$ cat src/rtl/morse_beep_scheduler.sv
// rtl/morse_beep_scheduler.sv - queued Morse symbol player driving the buzzer (MORSE_WORD_GAP_EN queues word spaces)
// Symbols are buffered in a small FIFO and sequenced as gated square-wave tone with standard Morse timing.
module morse_beep_scheduler #(
   parameter int UNIT_CYCLES = 20_000_000,
   parameter int TONE_DIV    = 50_000,
   parameter int FIFO_DEPTH  = 4
) (
   input  logic       clk,
   input  logic       rst,
   input  logic       sym_valid,
   output logic       sym_ready,
   input  logic [4:0] sym_code,
   input  logic [2:0] sym_len,
   input  logic       abort,
   output logic       busy,
   output logic [4:0] fifo_count,
   output logic       tone_on,
   output logic       beep
);

   localparam int PW = (FIFO_DEPTH > 1) ? $clog2(FIFO_DEPTH) : 1;
   localparam int DW = (TONE_DIV > 1) ? $clog2(TONE_DIV) : 1;
`ifdef MORSE_WORD_GAP_EN
   localparam int TW = $clog2(7 * UNIT_CYCLES + 1);
`else
   localparam int TW = $clog2(3 * UNIT_CYCLES + 1);
`endif

   localparam logic [TW-1:0] T_UNIT  = TW'(UNIT_CYCLES);
   localparam logic [TW-1:0] T_THREE = TW'(3 * UNIT_CYCLES);
`ifdef MORSE_WORD_GAP_EN
   localparam logic [TW-1:0] T_SEVEN = TW'(7 * UNIT_CYCLES);
`endif

   typedef enum logic [2:0] {
      S_IDLE, S_FETCH, S_TONE, S_GAP, S_CGAP
`ifdef MORSE_WORD_GAP_EN
      , S_WGAP
`endif
   } state_t;

   state_t        state_q, state_d;
   logic [TW-1:0] timer_q, timer_d;
   logic [4:0]    sh_q, sh_d;
   logic [2:0]    elem_q, elem_d;
   logic [4:0]    count_q, count_d;
   logic [PW-1:0] wr_ptr_q, wr_ptr_d, rd_ptr_q, rd_ptr_d;
   logic [DW-1:0] div_q, div_d;
   logic          phase_q, phase_d;
   logic          beep_q, beep_d;
   logic [7:0]    mem_q [FIFO_DEPTH];

   logic       push, pop;
   logic [2:0] len_w, head_len;
   logic [4:0] head_code, head_sh;

   always_comb begin
      len_w     = (sym_len > 3'd5) ? 3'd5 : sym_len;
      sym_ready = rst & (count_q < 5'(FIFO_DEPTH)) & ~abort;
`ifdef MORSE_WORD_GAP_EN
      push      = sym_valid & sym_ready;
`else
      push      = sym_valid & sym_ready & (sym_len != 3'd0);
`endif
      head_len  = mem_q[rd_ptr_q][7:5];
      head_code = mem_q[rd_ptr_q][4:0];
      // left-align the code so the element playing next is always sh[4]
      head_sh   = head_code << (3'd5 - head_len);
   end

   always_comb begin
      state_d = state_q;
      timer_d = timer_q;
      sh_d    = sh_q;
      elem_d  = elem_q;
      pop     = 1'b0;
      case (state_q)
         S_IDLE: begin
            if (count_q != 5'd0) state_d = S_FETCH;
         end
         S_FETCH: begin
            pop    = 1'b1;
            sh_d   = head_sh;
            elem_d = head_len;
            if (head_len == 3'd0) begin
`ifdef MORSE_WORD_GAP_EN
               state_d = S_WGAP;
               timer_d = T_SEVEN;
`else
               state_d = S_IDLE;
`endif
            end else begin
               state_d = S_TONE;
               timer_d = head_sh[4] ? T_THREE : T_UNIT;
            end
         end
         S_TONE: begin
            if (timer_q == TW'(1)) begin
               if (elem_q > 3'd1) begin
                  state_d = S_GAP;
                  timer_d = T_UNIT;
                  sh_d    = {sh_q[3:0], 1'b0};
                  elem_d  = elem_q - 3'd1;
               end else begin
                  state_d = S_CGAP;
                  timer_d = T_THREE;
               end
            end else begin
               timer_d = timer_q - TW'(1);
            end
         end
         S_GAP: begin
            if (timer_q == TW'(1)) begin
               state_d = S_TONE;
               timer_d = sh_q[4] ? T_THREE : T_UNIT;
            end else begin
               timer_d = timer_q - TW'(1);
            end
         end
`ifdef MORSE_WORD_GAP_EN
         S_CGAP, S_WGAP: begin
`else
         S_CGAP: begin
`endif
            if (timer_q == TW'(1)) state_d = (count_q != 5'd0) ? S_FETCH : S_IDLE;
            else                   timer_d = timer_q - TW'(1);
         end
         default: state_d = S_IDLE;
      endcase
      if (abort) begin
         state_d = S_IDLE;
         pop     = 1'b0;
      end
   end

   always_comb begin
      count_d  = count_q;
      if (push & ~pop)      count_d = count_q + 5'd1;
      else if (~push & pop) count_d = count_q - 5'd1;
      wr_ptr_d = wr_ptr_q + PW'(push);
      rd_ptr_d = rd_ptr_q + PW'(pop);
      if (abort) begin
         count_d  = 5'd0;
         wr_ptr_d = '0;
         rd_ptr_d = '0;
      end
   end

   // tone phase restarts at every element so each one begins on the low half
   always_comb begin
      phase_d = phase_q;
      div_d   = div_q;
      if (state_d == S_TONE && state_q != S_TONE) begin
         phase_d = 1'b0;
         div_d   = '0;
      end else if (state_q == S_TONE) begin
         if (div_q == DW'(TONE_DIV - 1)) begin
            div_d   = '0;
            phase_d = ~phase_q;
         end else begin
            div_d = div_q + DW'(1);
         end
      end
      beep_d = (state_d == S_TONE) & phase_d;
   end

   always_ff @(posedge clk or negedge rst) begin
      if (!rst) begin
         state_q  <= S_IDLE;
         timer_q  <= '0;
         sh_q     <= '0;
         elem_q   <= '0;
         count_q  <= '0;
         wr_ptr_q <= '0;
         rd_ptr_q <= '0;
         div_q    <= '0;
         phase_q  <= 1'b0;
         beep_q   <= 1'b0;
      end else begin
         state_q  <= state_d;
         timer_q  <= timer_d;
         sh_q     <= sh_d;
         elem_q   <= elem_d;
         count_q  <= count_d;
         wr_ptr_q <= wr_ptr_d;
         rd_ptr_q <= rd_ptr_d;
         div_q    <= div_d;
         phase_q  <= phase_d;
         beep_q   <= beep_d;
      end
   end

   always_ff @(posedge clk) begin
      if (push) mem_q[wr_ptr_q] <= {len_w, sym_code};
   end

   assign tone_on    = (state_q == S_TONE);
   assign beep       = beep_q;
   assign busy       = (state_q != S_IDLE) | (count_q != 5'd0);
   assign fifo_count = count_q;

endmodule

$ cat config.mk
export PLATFORM = sky130hd
export DESIGN_NAME = morse_beep_scheduler
export DESIGN_NICKNAME = d
export VERILOG_FILES = /design/src/rtl/morse_beep_scheduler.sv
export SDC_FILE = /design/constraint.sdc
export NUM_CORES = 1
export LEC_CHECK = 0
export CORE_MARGIN = 2
export CORE_UTILIZATION = 61
export DETAILED_ROUTE_END_ITERATION = 8
export PLACE_DENSITY = 0.8
export SLEW_MARGIN = 20
export SYNTH_ARGS = -nofsm -noshare
export SYNTH_HDL_FRONTEND = slang
export SYNTH_SLANG_ARGS = --single-unit
$ cat constraint.sdc
create_clock -name clk -period 3.55 [get_ports clk]
set_input_delay 1.065 -clock clk [delete_from_list [all_inputs] [get_ports clk]]
set_output_delay 1.065 -clock clk [all_outputs]
set_load 0.02 [all_outputs]
# Word-level counts from Yosys, hierarchy flattened

Memories as Yosys holds them, arrays and structs flattened.
Index checks and enable logic that the tools add are counted.

Logic and storage cells: 98
Flip-flop bits (word level): 64
Memories: 1
Bits in writable memories: 32

Memories:

| name  | depth | width | rd ports | clocked after memory_dff | write ports | RTL line | source |
|---|---|---|---|---|---|---|---|
| mem_q | 4     | 8     | 1        | 0                        | 1           | 51       | `logic [7:0] mem_q [FIFO_DEPTH];` |

Bitwise gates (word level): 12
Muxes and demuxes: 39
Magnitude comparators: 3
Add/sub/neg operators: 8
Reduce and logical (&&, ||, !) cells: 12
Shift operators: 1
Equal/unequal tests: 12

Operator list:

| kind                                                       | count |
|---|---|
| 2-to-1 mux 26 bit                                          | 7 |
| case mux 26 bit (4 select lines)                           | 1 |
| 2-to-1 mux 16 bit                                          | 3 |
| 2-to-1 mux 3 bit                                           | 9 |
| == test 26 x 1 -> 1 bit, second input constant             | 1 |
| subtractor 26 x 1 -> 26 bit, second input constant         | 1 |
| 2-to-1 mux 5 bit                                           | 5 |
| adder 16 x 1 -> 16 bit, second input constant              | 1 |
| == test 16 bit, second input constant                      | 1 |
| case mux 3 bit (5 select lines)                            | 1 |
| case mux 5 bit (2 select lines)                            | 1 |
| == test 3 x 2 -> 1 bit, second input constant              | 3 |
| nonzero test 3 bit                                         | 3 |
| 2-to-1 mux 1 bit                                           | 8 |
| bitwise AND 1 bit                                          | 7 |
| logical NOT 3 bit                                          | 2 |
| 2-to-1 mux 2 bit                                           | 3 |
| case mux 3 bit (2 select lines)                            | 1 |
| AND reduction 3 bit                                        | 2 |
| adder 5 x 1 -> 5 bit, second input constant                | 1 |
| less-than comparator 5 x 3 -> 1 bit, second input constant | 1 |
| nonzero test 5 bit                                         | 1 |
| left shift 5 x 3 -> 5 bit                                  | 1 |
| subtractor 5 x 1 -> 5 bit, second input constant           | 1 |
| other kinds (15)                                           | 22 |

# Depth between registers and ports, before layout

Word-level depth: 10
Gate-level depth with buffers: 11

# Worst setup path after synthesis

Ideal clock, no wire load.

Path kind: input port to flip-flop
Start point: in rst
End point: reg count_q[4], in the netlist fifo_count[4]
Arrival: 3569 ps
Cell stages on the path: 9
Path slack: -101 ps
Library setup time: 82 ps
Path through: nor3b_1 o311ai_0 nor2_1 inv_1 fa_1 a21o_1 a21o_1 or4_1 a31oi_1

Cells in the longest elaborated chain, start to end: 7
Elaborated cells between the ends (all ways): 10
Those cells by class: mux: 2; bitwise: 7; reduce/logical: 1

RTL lines:

| element                                                       | RTL line | source |
|---|---|---|
| start, declared                                               | 9        | `input logic rst,` |
| bitwise AND 1 bit (*) (2 in a row)                            | 59       | `sym_ready = rst & (count_q < 5'(FIFO_DEPTH)) & ~abort;` |
| bitwise AND 1 bit (*) (2 in a row)                            | 63       | `push = sym_valid & sym_ready & (sym_len != 3'd0);` |
| bitwise AND 1 bit / NOT 1 bit (equally long branches)         | 138, 139 |  |
| 2-to-1 mux 5 bit / bitwise AND 1 bit (equally long branches)  | 138, 139 |  |
| 2-to-1 mux 5 bit / nonzero test 3 bit (equally long branches) | --       |  |
| end signal, assigned                                          | 184      | `count_q <= count_d;` |
| end, declared                                                 | 46       | `logic [4:0] count_q, count_d;` |

Every way passes the cells marked *; elsewhere a longest branch is shown, timed or not.
A chain may end at the register's enable or synchronous reset.

# Worst setup path in the final report

Start point: reg timer_q[1]
End point: reg timer_q[15]

Cells in the longest elaborated chain, start to end: 3
Elaborated cells between the ends (all ways): 8
Those cells by class: add/sub: 1; eq/ne: 2; mux: 4; reduce/logical: 1

RTL lines:

| element                                                                        | RTL line | source |
|---|---|---|
| start, declared                                                                | 43       | `logic [TW-1:0] timer_q, timer_d;` |
| start signal, assigned                                                         | 181      | `timer_q <= timer_d;` |
| subtractor 26 x 1 -> 26 bit / == test 26 x 1 -> 1 bit (equally long branches)  | --       |  |
| 2-to-1 mux 26 bit, or another cell as far along                                | 125      | `if (timer_q == TW'(1)) state_d = (count_q != 5'd0) ? S_FETCH : S_IDLE;` |
| case mux 26 bit (4 select lines) / AND reduction 3 bit (equally long branches) | --       |  |

Several ways; a longest one is shown, not always the timed one. The select of a mux whose other input is x is not followed.

==> out/qor.txt <==
================================================================================
Reg2reg end                                                          timer_q[15]
Maximum clock rate                                                       306 MHz
Width of the chip                                                        95.0 um
Vias per cell                                                               6.38
Total number of placement rows                                                33
Final HPWL from detailed placement                                       7.47 mm
Post-cts sizing count                                                          0
Synthesized flop and latch total                                              96
Total of endpoints with negative setup slack in the final report               0
Worst setup slack after placement                                     -0.0647 ns
Netlist area before placement                                          5060 um^2
Pin slew with the least headroom to its limit                           0.810 ns
Clock root buffer                                                   sky130_fd_sc_hd__clkbuf_8
Crit end category                                                           flop
Global route total overflow                                                    0
Number of filler cells placed in the layout                                  579
Boundary Pins                                                                 21
Total die area                                                         9030 um^2
Gr usage total                                                             25.8%
Hold Crit Endpoint                                                       sh_q[3]
Pre-antenna DRT Iters                                                          5
Hold Crit Class                                                          reg2reg
Critical path startpoint category                                           flop
Leading register cell type out of synthesis                         sky130_fd_sc_hd__dfrtp_1
Gate Count Post-Synth                                                        484
Commonest cells after routing, fill and taps aside                  sky130_fd_sc_hd__dfrtp_1 (64), sky130_fd_sc_hd__nor2_1 (38), sky130_fd_sc_hd__o21ai_0 (36)
Core outline area                                                      8130 um^2
Finished layout cell area                                              5680 um^2
Number of cells traversed by the worst hold path                               2
Die Y                                                                    95.0 um
EDFF count, synth                                                             32
Total clock sinks                                                             96
Number of buffers added for setup after CTS                                    0
Average wire per standard cell                                           17.0 um
Number of pins exceeding their max-slew limit in the final report              0
Number of antenna-violating nets in the routed design                          0
Share of synthesized area spent on multiplexers                            5.74%
Synth Area in Compound Gates                                               17.5%
Via Count                                                                   4002
Number of buffers added by the clock tree synthesis step                       9
Tmin final                                                               3.26 ns
Count of non-filler cells in the finished layout                             627
Yosys synthesis warning count                                                  0
Fraction of power spent switching nets                                     39.2%
Critical-path cell list                                             inv_1 -> ha_1 -> or3b_2 -> or4_4 -> or3_1 -> a211oi_2 -> buf_4 -> nor4b_1 -> a211o_1
Reported leakage power                                                0.00222 uW
Antenna cell count                                                             0
Clock network fraction of total power                                      19.3%
Area growth from synthesis to final layout                                 12.3%
Fraction of final layout cells with drive strength greater than 1          13.0%
Sw power                                                                 1530 uW
Internal power                                                           2370 uW
Synth Area in Simple Gates                                                 19.1%
Worst slew margin relative to its limit                                    46.0%
Pin count of the biggest net entering global routing                          65
Net count, final                                                             539
Setup slack of the worst register-to-register path                       0.29 ns
Number of antenna violations at the first check in global routing              0
Crit share post-route                                                      91.9%
Worst vdd rail ir drop                                                0.000368 V
Detailed Route WL                                                        10.7 mm
Total number of H-tree levels                                                  3
Required arrival time at the worst endpoint                              3.82 ns
Vias in the first global route                                              3902
Share of synthesized area occupied by flip-flops and latches               50.7%
Post-Synth XOR/XNOR Area                                                   1.21%
CP Max Fanout                                                                 14
Worst hold slack across all endpoints                                   0.483 ns
Crit path kind                                                           reg2reg
Cell variety after synth                                                      61
Part of the power in combinational logic                                   38.4%
Async set-or-reset flop fraction in the synthesized netlist                66.7%
Result of the run                                                   complete, no violations
RSZ-0062 raised after global routing                                       false
Crit path DAT                                                            3.53 ns
Most common cell after layout, fill and taps aside                  sky130_fd_sc_hd__dfrtp_1
Placement Cell Area                                                    5460 um^2
Worst-path clk slew                                                      0.10 ns
Beginning of the worst hold path                                         sh_q[3]
Initial cell density of the core                                           62.2%
Sum of negative setup slack                                                 0 ns
Total of max-cap violations                                                    0
Initial detailed-routing violation count                                     339
Post-Synth Adder-Cell Area                                                 2.62%
Startpoint of the most critical register-to-register path             timer_q[1]
Number of hold buffers added after cts                                         0
Clock tree from TritonCTS                                                    yes
Hold Fails Final Rpt                                                           0
DP Cell Count                                                                611
Worst path setup slack after routing                                    0.287 ns
Clock buffer depth                                                             2
Main combinational cell family by area after synthesis              simple AND/OR/NAND/NOR gates
Critical path's largest stage delay                                      0.46 ns
Worst-Skew Late Latency                                                  0.37 ns
Placer's final routability congestion estimate                             0.877
Synthesized area per cell                                              10.4 um^2
Slowest stage cell, crit path                                       sky130_fd_sc_hd__or3b_2
Wire length of the first global-routing pass                             18.1 mm
Sequential group share of total power                                      42.3%
Synthesized netlist net count                                                506
Max Clock Skew                                                         0.0126 ns
Number of remaining DRC errors                                                 0
Buffers added on ports                                                        20
Depth of the most critical reg-to-reg path                                     9
Pwr/cell area                                                        688 nW/um^2
================================================================================
## state kept, by name, indices dropped and copies added (netlist names)
| signal | count |
|---|---|
| timer_q | 26 |
| wr_ptr_q | 2 |
| fifo_count | 5 |
| state_q | 3 |
| rd_ptr_q | 2 |
| elem_q | 3 |
| mem_q | 32 |
| beep | 1 |
| sh_q | 5 |
| div_q | 16 |
| phase_q | 1 |
## worst max-delay path by stage
stage          startpoint             to  slack, ns
4_1_cts             abort      sym_ready       0.02
2_1_floorplan       abort  fifo_count[4]       0.20
3_3_place_gp        abort  fifo_count[4]     -0.009
6_report       timer_q[1]    timer_q[15]       0.29
5_1_grt        timer_q[1]    timer_q[13]       0.17
3_5_place_dp        abort  fifo_count[4]      -0.06
## cell type report
cell class              instances  area [um^2]  area share (%)
repair buffers                 43          370            6.52
inverters                      15         56.3           0.992
well taps                     105          131            2.31
multi-input cells             352         2350            41.3
clock buffers                   9          124            2.18
clock inverters                 7         85.1            1.50
flip-flops and latches         96         2560            45.1
## critical path: cells and delay by family, from the launching register on
kind	cells	cell delay, ns
AOI/OAI and AO/OA	2	0.71
and+or+nand+nor	4	1.45
buffers and inverters	2	0.40
adders and majority gates	1	0.20
DFF	1	0.40
## synth_stat cells, drive strengths merged, types with 3 or more instances
| master | number | area, um^2 |
|---|---|---|
| dfrtp | 64 | 1600 |
| o21ai | 39 | 195 |
| nor2 | 38 | 143 |
| edfxtp | 32 | 961 |
| nand2 | 32 | 120 |
| a21oi | 29 | 145 |
| nand3 | 17 | 85.1 |
| nor3 | 17 | 90.1 |
| a31oi | 15 | 93.8 |
| inv | 14 | 52.6 |
| or4 | 14 | 113 |
| or3 | 13 | 81.3 |
| clkbuf | 12 | 45.0 |
| nor4 | 12 | 75.1 |
| mux2i | 11 | 110 |
| buf | 9 | 56.3 |
| ha | 9 | 113 |
| mux4 | 8 | 180 |
| o31ai | 7 | 52.6 |
| or2 | 7 | 43.8 |
| nand2b | 6 | 37.5 |
| a21o | 5 | 37.5 |
| nor2b | 5 | 31.3 |
| nor3b | 5 | 37.5 |
| o41ai | 5 | 43.8 |
| xnor2 | 5 | 43.8 |
| a211o | 4 | 35.0 |
| a211oi | 4 | 47.5 |
| a221o | 4 | 40.0 |
| a31o | 3 | 26.3 |
| and3 | 3 | 18.8 |
| o211ai | 3 | 22.5 |
| o21a | 3 | 22.5 |
| o311ai | 3 | 26.3 |
## power by group through the flow
| stage | sequential (uW) | combinational, uW | clock [uW] |
|---|---|---|---|
| floorplan | 1600 | 1090 | 0 |
| CTS | 1650 | 1490 | 769 |
| detailed placement | 1670 | 1480 | 0 |
| global route | 1700 | 1670 | 816 |
| global placement | 1650 | 1430 | 0 |
| finish | 1650 | 1500 | 755 |
## through the flow
stage               total power [uW]  utilization (%)
global route                    4190             69.8
global placement                3080             67.1
CTS                             3910             69.7
detailed placement              3150             67.1
finish                          3910             69.8
floorplan                       2690                -
## logic make-up after synthesis
kind of cell,count (synthesis)
buffers and inverters,36
adder cells (fa/ha/maj),10
flip-flops,96
AND/OR/NAND/NOR,180
XOR/XNOR,7
AO/OA/AOI/OAI,136
multiplexers,19
## metal layers
metal	up-vias	global-route usage (%)	routed length (um)
li1	1915	-	-
met1	1969	34.2	4800
met2	96	42.6	5300
met3	22	4.66	347
met5	-	0	0
met4	0	9.90	233
Note: power is estimated with default switching activity, not from simulation.
